$ cat config.mk
export PLATFORM = sky130hd
export DESIGN_NAME = normcoef_sched_flat
export DESIGN_NICKNAME = d
export VERILOG_FILES = /design/src/rtl/normcoef_sched_if.sv /design/src/rtl/normcoef_sched.sv /design/src/flat_wrapper.sv
export SDC_FILE = /design/constraint.sdc
export NUM_CORES = 1
export LEC_CHECK = 0
export ABC_AREA = 1
export BUFFER_PORTS_ARGS = -buffer_cell sky130_fd_sc_hd__buf_2
export CELL_PAD_IN_SITES_DETAIL_PLACEMENT = 0
export CELL_PAD_IN_SITES_GLOBAL_PLACEMENT = 1
export CORE_MARGIN = 2
export CORE_UTILIZATION = 44
export CTS_CLUSTER_DIAMETER = 150
export DETAILED_ROUTE_END_ITERATION = 12
export GPL_TIMING_DRIVEN = 0
export HOLD_SLACK_MARGIN = 0.02
export PLACE_DENSITY_LB_ADDON = 0.1
export SKIP_LAST_GASP = 1
export SLEW_MARGIN = 5
export SYNTH_ARGS = -nofsm -noshare
export SYNTH_HDL_FRONTEND = slang
export SYNTH_SLANG_ARGS = --single-unit
$ cat constraint.sdc
create_clock -name clk -period 5 [get_ports clk]
set_input_delay 0.5 -clock clk [delete_from_list [all_inputs] [get_ports clk]]
set_output_delay 0.5 -clock clk [all_outputs]
set_load 0.005 [all_outputs]
$ cat src/rtl/normcoef_sched_if.sv
// Bundle of channel requests, coefficient configuration, multiplier operands and tagged results
// shared between the scheduler and its surroundings.
interface normcoef_sched_if #(
  parameter int NCH = 4,
  parameter int CW  = 2
);
  logic [NCH-1:0]    req_valid;
  logic [16*NCH-1:0] req_data;
  logic [NCH-1:0]    req_ready;
  logic              cfg_we;
  logic [CW-1:0]     cfg_addr;
  logic [15:0]       cfg_data;
  logic              cfg_commit;
  logic [15:0]       mult_din;
  logic [15:0]       mult_coef;
  logic [15:0]       mult_dout;
  logic              res_valid;
  logic [CW-1:0]     res_chan;
  logic [15:0]       res_data;

  modport master (
    output req_valid, req_data, cfg_we, cfg_addr, cfg_data, cfg_commit, mult_dout,
    input  req_ready, mult_din, mult_coef, res_valid, res_chan, res_data
  );

  modport slave (
    input  req_valid, req_data, cfg_we, cfg_addr, cfg_data, cfg_commit, mult_dout,
    output req_ready, mult_din, mult_coef, res_valid, res_chan, res_data
  );
endinterface

$ cat src/rtl/normcoef_sched.sv
// Round-robin scheduler feeding one shared normalizing multiplier, with a double-buffered
// per-channel coefficient table and a channel tag pipeline aligned to the multiplier latency.
module normcoef_sched #(
  parameter int NCH = 4,
  parameter int CW  = 2,
  parameter int LAT = 1
) (
  input logic             clk,
  input logic             reset_n,
  normcoef_sched_if.slave bus
);

  logic [CW-1:0]  ptr;
  logic [CW-1:0]  ptr_nxt;
  logic [CW-1:0]  gidx;
  logic           found;
  logic           xfer;
  logic [NCH-1:0] grant;
  logic [15:0]    sel_data;
  logic [15:0]    sel_coef;
  logic [15:0]    shadow     [NCH];
  logic [15:0]    active     [NCH];
  logic [15:0]    shadow_nxt [NCH];
  logic [LAT:0]   tag_v;
  logic [CW-1:0]  tag_c      [LAT+1];

  function automatic int wrap(input int v);
    return (v >= NCH) ? v - NCH : v;
  endfunction

  // First requester at or after ptr wins; operands are selected alongside the grant.
  always_comb begin
    found    = 1'b0;
    gidx     = '0;
    sel_data = '0;
    sel_coef = '0;
    for (int k = 0; k < NCH; k++) begin
      if (!found && bus.req_valid[wrap(int'(ptr) + k)]) begin
        found    = 1'b1;
        gidx     = CW'(wrap(int'(ptr) + k));
        sel_data = bus.req_data[16*wrap(int'(ptr) + k) +: 16];
        sel_coef = active[wrap(int'(ptr) + k)];
      end
    end
  end

  always_comb begin
    grant = '0;
    if (found) grant[gidx] = 1'b1;
  end

  assign xfer          = found & reset_n;
  assign bus.req_ready = reset_n ? grant : '0;
  assign ptr_nxt       = (int'(gidx) == NCH - 1) ? '0 : gidx + 1'b1;

  // Folding the same-cycle host write in here lets a commit pick it up.
  always_comb begin
    for (int i = 0; i < NCH; i++) begin
      shadow_nxt[i] = (bus.cfg_we && int'(bus.cfg_addr) == i) ? bus.cfg_data : shadow[i];
    end
  end

  always_ff @(posedge clk or negedge reset_n) begin
    if (!reset_n) begin
      ptr           <= '0;
      bus.mult_din  <= '0;
      bus.mult_coef <= 16'h8000;
      tag_v         <= '0;
      for (int s = 0; s <= LAT; s++) tag_c[s] <= '0;
      for (int i = 0; i < NCH; i++) begin
        shadow[i] <= 16'h8000;
        active[i] <= 16'h8000;
      end
    end else begin
      if (xfer) begin
        ptr           <= ptr_nxt;
        bus.mult_din  <= sel_data;
        bus.mult_coef <= sel_coef;
        tag_c[0]      <= gidx;
      end
      tag_v <= {tag_v[LAT-1:0], xfer};
      for (int s = 1; s <= LAT; s++) tag_c[s] <= tag_c[s-1];
      for (int i = 0; i < NCH; i++) begin
        shadow[i] <= shadow_nxt[i];
        if (bus.cfg_commit) active[i] <= shadow_nxt[i];
      end
    end
  end

  assign bus.res_valid = tag_v[LAT];
  assign bus.res_chan  = tag_c[LAT];
  assign bus.res_data  = bus.mult_dout;

endmodule

$ cat src/flat_wrapper.sv
// flat-port wrapper written by rule: the top's interface ports become plain ports
module normcoef_sched_flat 
#(
  parameter int NCH = 4,
  parameter int CW  = 2,
  parameter int LAT = 1
)
  (clk, reset_n, bus_req_valid, bus_req_data, bus_cfg_we, bus_cfg_addr, bus_cfg_data, bus_cfg_commit, bus_mult_dout, bus_req_ready, bus_mult_din, bus_mult_coef, bus_res_valid, bus_res_chan, bus_res_data);
  normcoef_sched_if #(.NCH(NCH), .CW(CW)) bus_i ();
  input logic clk;
  input logic reset_n;
  input wire logic [$bits(bus_i.req_valid)-1:0] bus_req_valid;
  input wire logic [$bits(bus_i.req_data)-1:0] bus_req_data;
  input wire logic [$bits(bus_i.cfg_we)-1:0] bus_cfg_we;
  input wire logic [$bits(bus_i.cfg_addr)-1:0] bus_cfg_addr;
  input wire logic [$bits(bus_i.cfg_data)-1:0] bus_cfg_data;
  input wire logic [$bits(bus_i.cfg_commit)-1:0] bus_cfg_commit;
  input wire logic [$bits(bus_i.mult_dout)-1:0] bus_mult_dout;
  output wire logic [$bits(bus_i.req_ready)-1:0] bus_req_ready;
  output wire logic [$bits(bus_i.mult_din)-1:0] bus_mult_din;
  output wire logic [$bits(bus_i.mult_coef)-1:0] bus_mult_coef;
  output wire logic [$bits(bus_i.res_valid)-1:0] bus_res_valid;
  output wire logic [$bits(bus_i.res_chan)-1:0] bus_res_chan;
  output wire logic [$bits(bus_i.res_data)-1:0] bus_res_data;
  assign bus_i.req_valid = bus_req_valid;
  assign bus_i.req_data = bus_req_data;
  assign bus_i.cfg_we = bus_cfg_we;
  assign bus_i.cfg_addr = bus_cfg_addr;
  assign bus_i.cfg_data = bus_cfg_data;
  assign bus_i.cfg_commit = bus_cfg_commit;
  assign bus_i.mult_dout = bus_mult_dout;
  assign bus_req_ready = bus_i.req_ready;
  assign bus_mult_din = bus_i.mult_din;
  assign bus_mult_coef = bus_i.mult_coef;
  assign bus_res_valid = bus_i.res_valid;
  assign bus_res_chan = bus_i.res_chan;
  assign bus_res_data = bus_i.res_data;
  normcoef_sched #(.NCH(NCH), .CW(CW), .LAT(LAT)) u_core (.clk(clk), .reset_n(reset_n), .bus(bus_i));
endmodule
==> metrics.md, run 1 <==
| Metric | Value |
|---|---|
| Result of the run | `finished, final reports clean` |
| Grt ovf | `0` |
| Vias per std cell | `5.39` |
| Nets | `2014` |
| CP arrival | `3880 ps` |
| Final core occ | `52.3%` |
| Area Overhead vs Synth | `16.1%` |
| Fmax | `228 MHz` |
| CTS max path bufs | `2` |
| Register area share after synthesis | `38.3%` |
| Diodes inserted | `0` |
| Static leakage | `7.13 nW` |
| Hold-fix buffers, CTS | `0` |
| Max-cap viol count | `0` |
| Final-report setup violation count | `0` |
| Min cycle time layout | `4380 ps` |
| Syn Area/Cell | `6.35 um^2` |
| Row count | `57` |
| Met3 WL | `3130 um` |
| PwrDens | `695 mW/mm^2` |
| Number of flops mapped to enable cells by yosys | `0` |
| Setup WS post-layout | `622 ps` |
| Vias in the first global route | `11300` |
| Unrepaired setup endpoints after global routing | `no` |
| # fillers | `2583` |
| Vias | `12000` |
| Io pins | `161` |
| Fin crit share | `87.6%` |
| Final WL | `39900 um` |
| DR WL/cell | `17.8 um` |
| 1st-iter DRT viols | `1062` |
| Largest net degree at the start of global routing | `88` |
| Met2 wire len | `18200 um` |
| Core area | `0.0245 mm^2` |
| Highest Signal Layer | `met4` |
| Top cell type's share of synthesized area | `36.1%` |
| Slew Viols, Final | `0` |
| Setup WS pre-CTS | `1110 ps` |
| Final Hold Fails | `0` |
| Power, Total | `8.89 mW` |
| Total GRT Usage | `31.0%` |
| H-tree depth | `4` |
| CTS tree | `yes` |
| Tightest Pin Transition | `832 ps` |
| Synth warnings | `0` |
| TritonCTS Sinks | `168` |
| Primary FF master, synth | `dfrtp_1` |
| Startpoint types | `flop` |
| Share of layout cells above drive strength 1 | `13.4%` |
| Die height | `162 um` |
| Post-route ant nets | `0` |
| Global-route wire length before repair | `62400 um` |
| Starting Density | `45.0%` |
| Critical path peak fanout | `11` |
| Gpl congestion | `0.910` |
| DR DRC count | `0` |
| Multi-input gate area | `0.00546 mm^2` |
| Mapped Area | `0.0110 mm^2` |
| Reg area | `0.00422 mm^2` |
| Initial antenna violation count | `0` |
| Worst ir drop on vdd | `0.000450 V` |
| Skew-Pair Late Insertion Delay | `450 ps` |
| Syn Inst Count | `1736` |
| Met1 WL | `17700 um` |
| Synth Register Bits | `168` |
| Die ar. | `0.0263 mm^2` |
| Critical Path Sink Type | `output pin` |
| Normalized max-slew margin | `44.3%` |
| Post-synth ARST share | `100%` |
| Synth area leaders | `dfrtp_1 (36%), nand2_1 (22%), nand3_1 (11%), o21ai_0 (8.9%), inv_1 (6.3%)` |
| Layout Skew | `14.7 ps` |
| Area leader, netlist | `dfrtp_1` |
| Mapped Nets | `1851` |
| Clk slew on worst S/H paths | `80 ps` |
| Clock Tree Root | `clkbuf_16` |
| HPWL after detailed placement | `29300 um` |
| HP Class | `input pin to async pin` |
| Setup TNS | `0 ps` |
| Post-CTS Setup Bufs | `0` |
| Post-cts resize count | `0` |
| Synth unique cells | `21` |
| I/O Buffers | `143` |
| TritonCTS buffer count | `17` |
| Die X | `162 um` |
| Setup Crit Path Kind | `flop to output pin` |
| CP required | `4500 ps` |
| Drt pass-1 iters | `6` |
==> Yosys cell counts (2+ instances only) <==
library cell and instances:
nand2_1 659, nand3_1 238, o21ai_0 195, inv_1 185
dfrtp_1 159, nor2_1 61, clkbuf_1 48, buf_2 37
a21oi_1 30, nand4_1 29, buf_4 24, buf_1 22
o21ai_1 15, dfstp_2 9, ha_1 9, inv_2 6
and2_1 5, nand2_2 2
==> logic make-up after synthesis <==
logic type / count (synthesis) / share of synthesized area [%]
AO/OA/AOI/OAI: 241 / 11.0
adder cells (fa/ha/maj): 9 / 1.02
buffers and inverters: 322 / 12.2
flip-flops: 168 / 38.3
AND/OR/NAND/NOR: 996 / 37.5
==> power breakdown <==
| group | total (mW) | internal [mW] | switching [mW] |
|---|---|---|---|
| Sequential | 1.82 | 1.68 | 0.137 |
| Clock | 1.41 | 0.732 | 0.679 |
| Combinational | 5.66 | 1.66 | 4.00 |
==> layer usage <==
layer,vias up,track usage [%]
met2,522,49.1
met5,-,0
met4,0,9.13
met1,5666,44.0
li1,5800,-
met3,58,4.83
==> layout make-up <==
cell class / instances / share of cell area (%)
multi-input combinational: 1246 / 42.7
buffer: 131 / 4.91
timing repair buffer: 144 / 5.89
clock inverter: 14 / 1.36
tap: 324 / 3.17
sequential: 168 / 33.0
inverter: 191 / 5.61
clock buffer: 18 / 3.43
==> critical path, stage by stage, from the launching register on <==
cell and delay [ps]:
dfrtp_1 510, inv_2 190, buf_2 300, buf_2 370, ha_1 290, buf_2 180, inv_2 70, buf_2 220
nand3_1 100, nand2_1 140, nand2_1 70, nor2_1 260, nand3_1 140, nand2_1 140, inv_1 70, ha_1 170
inv_1 50, nor2_1 30, buf_2 120
==> final timing paths <==
path                                  from           endpoint  slack, ps  cells after the start
max in group asynchronous          reset_n  u_core.shadow[47]       4070                      2
max                          u_core.ptr[0]   bus_req_ready[2]        620                     18
min                                reset_n   u_core.shadow[9]         60                      1
min reg2reg                u_core.tag_v[0]    u_core.tag_v[1]        350                      0
max reg2reg                  u_core.ptr[0]      u_core.ptr[1]       1380                     17
min in group clk           u_core.tag_v[0]    u_core.tag_v[1]        350                      0
==> through the flow <==
stage          hold WS [ps]  std cells  instance area [um^2]
2_1_floorplan           204       1736                 11000
3_3_place_gp            332       2203                 12100
3_5_place_dp            336       2204                 12200
4_1_cts                88.6       2236                 12800
5_1_grt                98.1       2236                 12800
6_report               55.6       2236                 12800
==> state kept, by name, indices dropped and copies added (netlist names) <==
signal,flops
u_core.bus.res_chan,2
u_core.tag_c,2
u_core.bus.mult_din,16
u_core.bus.mult_coef,16
u_core.shadow,64
u_core.tag_v,2
u_core.active,64
u_core.ptr,2
==> cell usage in the layout, fill, tap and decap left out, types with 15 or more instances in the layout <==
cell,netlist,final
clkbuf_16,0,17
buf_4,24,24
buf_2,37,179
nand3_1,238,238
o21ai_0,195,195
clkbuf_1,48,48
nand2_1,659,659
dfrtp_1,159,159
nand4_1,29,29
buf_1,22,22
nor2_1,61,61
a21oi_1,30,30
inv_1,185,185
o21ai_1,15,15
No activity file was read; power rests on OpenSTA's default activity.
==> run 2: changes to the inputs <==
GPL_TIMING_DRIVEN = default   (was 0)
==> run 2 against run 1 <==
  * Routed wire length shrank 19%
  * Power shrank 8.1%
  * Global-route usage shrank 5.7 points
  * Highest routed layer unchanged
  * Via count shrank 10%
  * Fmax grew 0.23%
  * Register-to-register slack lost 190 ps
  * Critical endpoint is now bus_req_ready[3]
  * Final cell count shrank 5.8%
  * Sequential power grew 3%
  * Combinational power shrank 12%
  * First-iteration DRC count shrank 25%
  * Clock skew grew 7.1 ps
==> metrics.md, run 2 (same netlist as run 1, synthesis figures left out) <==
| Metric | Value |
|---|---|
| Critical path buffer and inverter count | `6 (-3)` |
| Core area | `0.0245 mm^2 (unchanged)` |
| Total GRT Usage | `25.3% (-5.7 points)` |
| Vias | `10800 (-10%)` |
| Grt ovf | `0 (unchanged)` |
| PwrDens | `671 mW/mm^2 (-3.5%)` |
| Hold-fix buffers, CTS | `0 (unchanged)` |
| Skew-Pair Late Insertion Delay | `440 ps (about the same)` |
| Setup Crit Path Kind | `flop to output pin` |
| Slowest stage cell, crit path | `dfrtp_4` |
| Die height | `162 um (unchanged)` |
| Die ar. | `0.0263 mm^2 (unchanged)` |
| Clock Tree Root | `clkbuf_16` |
| Commonest cells after routing, fill and taps aside | `nand2_1 (659), nand3_1 (237), o21ai_0 (195), inv_1 (185), dfrtp_1 (157)` |
| Initial antenna violation count | `0 (unchanged)` |
| Final WL | `32300 um (-19%)` |
| CP delay by family, top | `buffers and inverters` |
| CP required | `4500 ps (about the same)` |
| Clk slew on worst S/H paths | `80 ps (about the same)` |
| Starting Density | `45.0% (unchanged)` |
| CP max stage delay | `740 ps (+230 ps)` |
| Nets | `1886 (-6.4%)` |
| Io pins | `161 (unchanged)` |
| Max-cap viol count | `0 (unchanged)` |
| H-tree depth | `4 (unchanged)` |
| I/O Buffers | `128 (-10%)` |
| Layout Skew | `21.8 ps (+7.12 ps)` |
| DR DRC count | `0 (unchanged)` |
| Final-report setup violation count | `0 (unchanged)` |
| Diodes inserted | `0 (unchanged)` |
| HP Class | `input pin to async pin` |
| Met2 wire len | `15100 um (-17%)` |
| Clock share of power | `16.2% (+0.3 points)` |
| Psw | `4.33 mW (-10%)` |
| CTS max path bufs | `2 (unchanged)` |
| Static leakage | `6.79 nW (-4.9%)` |
| Met3 WL | `1370 um (-56%)` |
| CTS tree | `yes` |
| Startpoint types | `flop` |
| Highest Signal Layer | `met4` |
| Critical path peak fanout | `49 (+38)` |
| Tightest Pin Transition | `1110 ps (+280 ps)` |
| Normalized max-slew margin | `25.9% (-18 points)` |
| Largest regs | `u_core.active (64), u_core.shadow (64)` |
| Final Hold Fails | `0 (unchanged)` |
| DR WL/cell | `15.3 um (-14%)` |
| Vias in the first global route | `10300 (-8.8%)` |
| Register share of total power | `22.9% (+2.4 points)` |
| Global-route wire length before repair | `53000 um (-15%)` |
| Post-CTS Setup Bufs | `0 (unchanged)` |
| Fin crit share | `87.4% (-0.20 points)` |
| TritonCTS Sinks | `168 (unchanged)` |
| Setup TNS | `0 ps (unchanged)` |
| Row count | `57 (unchanged)` |
| Result of the run | `finished, final reports clean` |
| Met1 WL | `15200 um (-14%)` |
| Min cycle time layout | `4370 ps (-10.0 ps)` |
| Worst ir drop on vdd | `0.000570 V (+27%)` |
| Gpl congestion | `0.809 (-11%)` |
| Sw Share | `52.9% (-1.2 points)` |
| Combinational share of power | `60.9% (-2.8 points)` |
| 1st-iter DRT viols | `795 (-25%)` |
| TritonCTS buffer count | `17 (unchanged)` |
| Vias per std cell | `5.14 (-4.5%)` |
| Post-cts resize count | `0 (unchanged)` |
| Area Overhead vs Synth | `10.6%` |
| Slew Viols, Final | `0 (unchanged)` |
| Fmax | `229 MHz (+0.23%)` |
| Unrepaired setup endpoints after global routing | `no` |
| Largest net degree at the start of global routing | `129 (+47%)` |
| Share of layout cells above drive strength 1 | `11.3% (-2.1 points)` |
| Drt pass-1 iters | `5 (-1)` |
| Critical Path Sink Type | `output pin` |
| Post-route ant nets | `0 (unchanged)` |
| HPWL after detailed placement | `20100 um (-31%)` |
| Final core occ | `49.8% (-2.5 points)` |
| Internal Power | `3.85 mW (-5.7%)` |
| CP arrival | `3870 ps (about the same)` |
| CP Cell Sequence | `inv_2, ha_2, inv_2, nand3_1, nand2_1, inv_2, nand3_1, nand3_1, nand2_1, inv_1, ha_1, inv_1, nor2_1, buf_2` |
| Die X | `162 um (unchanged)` |
| Most common cell after layout, fill and taps aside | `nand2_1` |
## run 2: power by group through the flow
| stage | combinational (mW) | clock (mW) | sequential (mW) |
|---|---|---|---|
| global route | 5.71 | 1.40 | 1.91 |
| global placement | 4.92 | 0 | 1.89 |
| CTS | 4.99 | 1.35 | 1.87 |
| finish | 4.98 | 1.32 | 1.87 |
| detailed placement | 4.97 | 0 | 1.89 |
| floorplan | 3.73 | 0 | 1.83 |
## run 2: per-layer routing
metal / vias to the layer above / track usage (%)
met5: - / 0
met4: 0 / 8.25
met3: 49 / 3.22
met2: 264 / 42.6
met1: 4981 / 33.8
li1: 5541 / -
## run 2: layout make-up
class                      count  area [um^2]
fill                        2612        12300
multi-input combinational   1246         5460
sequential                   168         4220
timing repair buffer         147          792
inverter                     191          717
clock buffer                  17          425
tap                          324          405
clock inverter                14          156
## run 2: worst paths after layout
kind	to	cells after the start	from	slack, ps
hold reg to reg	u_core.tag_v[1]	0	u_core.tag_v[0]	360
max in group asynchronous	u_core.ptr[0]	2	reset_n	3770
min in group clk	u_core.tag_v[1]	0	u_core.tag_v[0]	360
setup reg to reg	u_core.ptr[1]	11	u_core.ptr[0]	1190
setup / recovery	bus_req_ready[3]	14	u_core.ptr[0]	630
hold / removal	u_core.shadow[25]	1	reset_n	5
## run 2: per-stage QoR
step / worst slack (ps) / hold slack [ps] / std cells / total power [mW] / area [um^2]
floorplan: 2000 / 204 / 1736 / 5.56 / 11000
global placement: 1200 / 332 / 2076 / 6.81 / 11600
detailed placement: 1090 / 336 / 2076 / 6.86 / 11600
CTS: 612 / 39.3 / 2107 / 8.21 / 12200
global route: 237 / 54.7 / 2107 / 9.02 / 12200
finish: 632 / 4.78 / 2107 / 8.17 / 12200
==> run 3: changes to the inputs <==
CTS_BUF_LIST = sky130_fd_sc_hd__clkbuf_16   (was default)
PLACE_DENSITY = 0.89   (was default)
PLACE_DENSITY_LB_ADDON = default   (was 0.1)
clock period = 5.1 ns   (was 5 ns; I/O delays follow)
==> run 3 against run 2 <==
  * Power down 1.9%
  * Critical path type unchanged
  * Die area unchanged
  * Register-to-register slack better by 470 ps
  * First-iteration DRC count down 2.3%
  * Via count up 1.6%
  * Non-clock buffer count up 3
==> metrics.md, run 3 (same netlist as run 1, synthesis figures left out) <==
| Metric | Value |
|---|---|
| Largest net degree at the start of global routing | `108 (-16%)` |
| HP Class | `input pin to async pin` |
| Vias in the first global route | `10400 (+0.93%)` |
| Result of the run | `finished, final reports clean` |
| Share of layout cells above drive strength 1 | `11.4% (+0.087 points)` |
| Critical path peak fanout | `61 (+24%)` |
| Total GRT Usage | `24.6% (-0.72 points)` |
| Io pins | `161 (unchanged)` |
| Tightest Pin Transition | `992 ps (-120 ps)` |
| PwrDens | `657 mW/mm^2 (-2.1%)` |
| Final-report setup violation count | `0 (unchanged)` |
| Post-CTS Setup Bufs | `0 (unchanged)` |
| Vias per std cell | `5.21 (+1.4%)` |
| Vias | `11000 (+1.6%)` |
| Die ar. | `0.0263 mm^2 (unchanged)` |
| H-tree depth | `4 (unchanged)` |
| Normalized max-slew margin | `33.9% (+8.0 points)` |
| Post-cts resize count | `0 (unchanged)` |
| 1st-iter DRT viols | `777 (-2.3%)` |
| Setup TNS | `0 ps (unchanged)` |
| TritonCTS Sinks | `168 (unchanged)` |
| Static leakage | `6.81 nW (+0.30%)` |
| Area Overhead vs Synth | `10.8%` |
| Row count | `57 (unchanged)` |
| Gpl congestion | `0.807 (-0.28%)` |
| Power, Total | `8.02 mW (-1.9%)` |
| Clock Tree Root | `clkbuf_16` |
| CP delay by family, top | `buffers and inverters` |
| CTS max path bufs | `2 (unchanged)` |
| CP max stage delay | `550 ps (-190 ps)` |
| Max-cap viol count | `0 (unchanged)` |
| HPWL after detailed placement | `19400 um (-3.5%)` |
| Layout Skew | `11.9 ps (-9.95 ps)` |
| I/O Buffers | `128 (unchanged)` |
| Commonest cells after routing, fill and taps aside | `nand2_1 (659), nand3_1 (238), o21ai_0 (195), inv_1 (185), dfrtp_1 (157)` |
| Initial antenna violation count | `0 (unchanged)` |
| Critical Path Sink Type | `output pin` |
| Startpoint types | `flop` |
| Fin crit share | `81.4%` |
| Final WL | `31200 um (-3.4%)` |
| Slew Viols, Final | `0 (unchanged)` |
| Hold-fix buffers, CTS | `0 (unchanged)` |
| CTS tree | `yes` |
| CP Cell Sequence | `inv_2, ha_2, buf_4, nand2_1, nand2_1, nor2_4, buf_4, nand3_1, nand3_1, inv_1, ha_1, inv_1, nor2_1, buf_2` |
| Min cycle time layout | `4150 ps` |
| Die X | `162 um (unchanged)` |
| Die height | `162 um (unchanged)` |
| Critical path buffer and inverter count | `6 (unchanged)` |
| Fmax | `241 MHz` |
| DR DRC count | `0 (unchanged)` |
| Unrepaired setup endpoints after global routing | `no` |
| CP arrival | `3640 ps (-230 ps)` |
| CP required | `4590 ps (+90 ps)` |
| Worst ir drop on vdd | `0.000601 V (+5.4%)` |
| Post-route ant nets | `0 (unchanged)` |
| DR WL/cell | `14.8 um (-3.6%)` |
| TritonCTS buffer count | `17 (unchanged)` |
| Largest regs | `u_core.active (64), u_core.shadow (64)` |
| Final Hold Fails | `0 (unchanged)` |
| Setup Crit Path Kind | `flop to output pin` |
| Starting Density | `45.0% (unchanged)` |
| Most common cell after layout, fill and taps aside | `nand2_1` |
| Nets | `1889 (+0.16%)` |
| Global-route wire length before repair | `52200 um (-1.5%)` |
| Slowest stage cell, crit path | `buf_4` |
| Diodes inserted | `0 (unchanged)` |
| Core area | `0.0245 mm^2 (unchanged)` |
| Skew-Pair Late Insertion Delay | `430 ps (about the same)` |
| Drt pass-1 iters | `7 (+2)` |
| Grt ovf | `0 (unchanged)` |
| Clk slew on worst S/H paths | `80 ps (about the same)` |
run 3: cell types whose count changed in the layout (fill, tap and decap cells not counted):
cell	previous run	this run
nand3_2	1	0
clkinv_4	2	0
clkinv_1	0	1
inv_6	3	6
bufinv_16	0	1
buf_4	20	22
nand3_1	237	238
clkinv_8	3	2
inv_8	5	4
buf_2	126	127
run 3: stage by stage:
stage	hold slack (ps)	instance area [um^2]	utilization [%]	setup slack, ps	cells
floorplan	214	11000	-	2090	1736
global placement	333	11600	47.5	1490	2079
detailed placement	340	11600	47.5	1430	2079
CTS	50.9	12200	49.9	963	2111
global route	74.3	12200	49.9	707	2111
finish	36.4	12200	49.9	950	2111
run 3: area by class of cell:
class | instances | area [um^2]
Sequential cell | 168 | 4220
Multi-Input combinational cell | 1246 | 5460
Tap cell | 324 | 405
Clock inverter | 15 | 171
Clock buffer | 17 | 425
Inverter | 191 | 717
Timing Repair Buffer | 150 | 812
Fill cell | 2523 | 12300
run 3: power breakdown:
part           total (mW)  switching (mW)  internal (mW)
clock network        1.33           0.630          0.703
logic                4.90            3.42           1.48
registers            1.78           0.128           1.65
total                8.02            4.18           3.84
run 3: worst paths after layout:
path,start,to,slack [ps],depth (start not counted)
worst max-delay path,u_core.ptr[0],bus_req_ready[3],950,14
worst min-delay path,reset_n,u_core.shadow[7],40,1
worst max register to register,u_core.ptr[0],u_core.bus.mult_din[9],1660,13
worst min register to register,u_core.tag_v[0],u_core.tag_v[1],350,0
max in group asynchronous,reset_n,u_core.ptr[0],3790,2
min in group clk,u_core.tag_v[0],u_core.tag_v[1],350,0
run 3: worst register-to-register path: cells and delay by family, from the launching register on:
kind | cells | cell delay [ps]
flops | 1 | 410
buf+inv | 3 | 1470
fa+ha+maj | 1 | 300
simple gates | 9 | 1210
run 3: metal layers:
metal  vias to the layer above  part of all wire [%]  GRT usage [%]
met5                         -                     0              0
met4                         0                   1.7           7.44
met3                        40                   5.1           2.68
met2                       327                    47           41.5
met1                      5094                    46           33.3
li1                       5543                     -              -
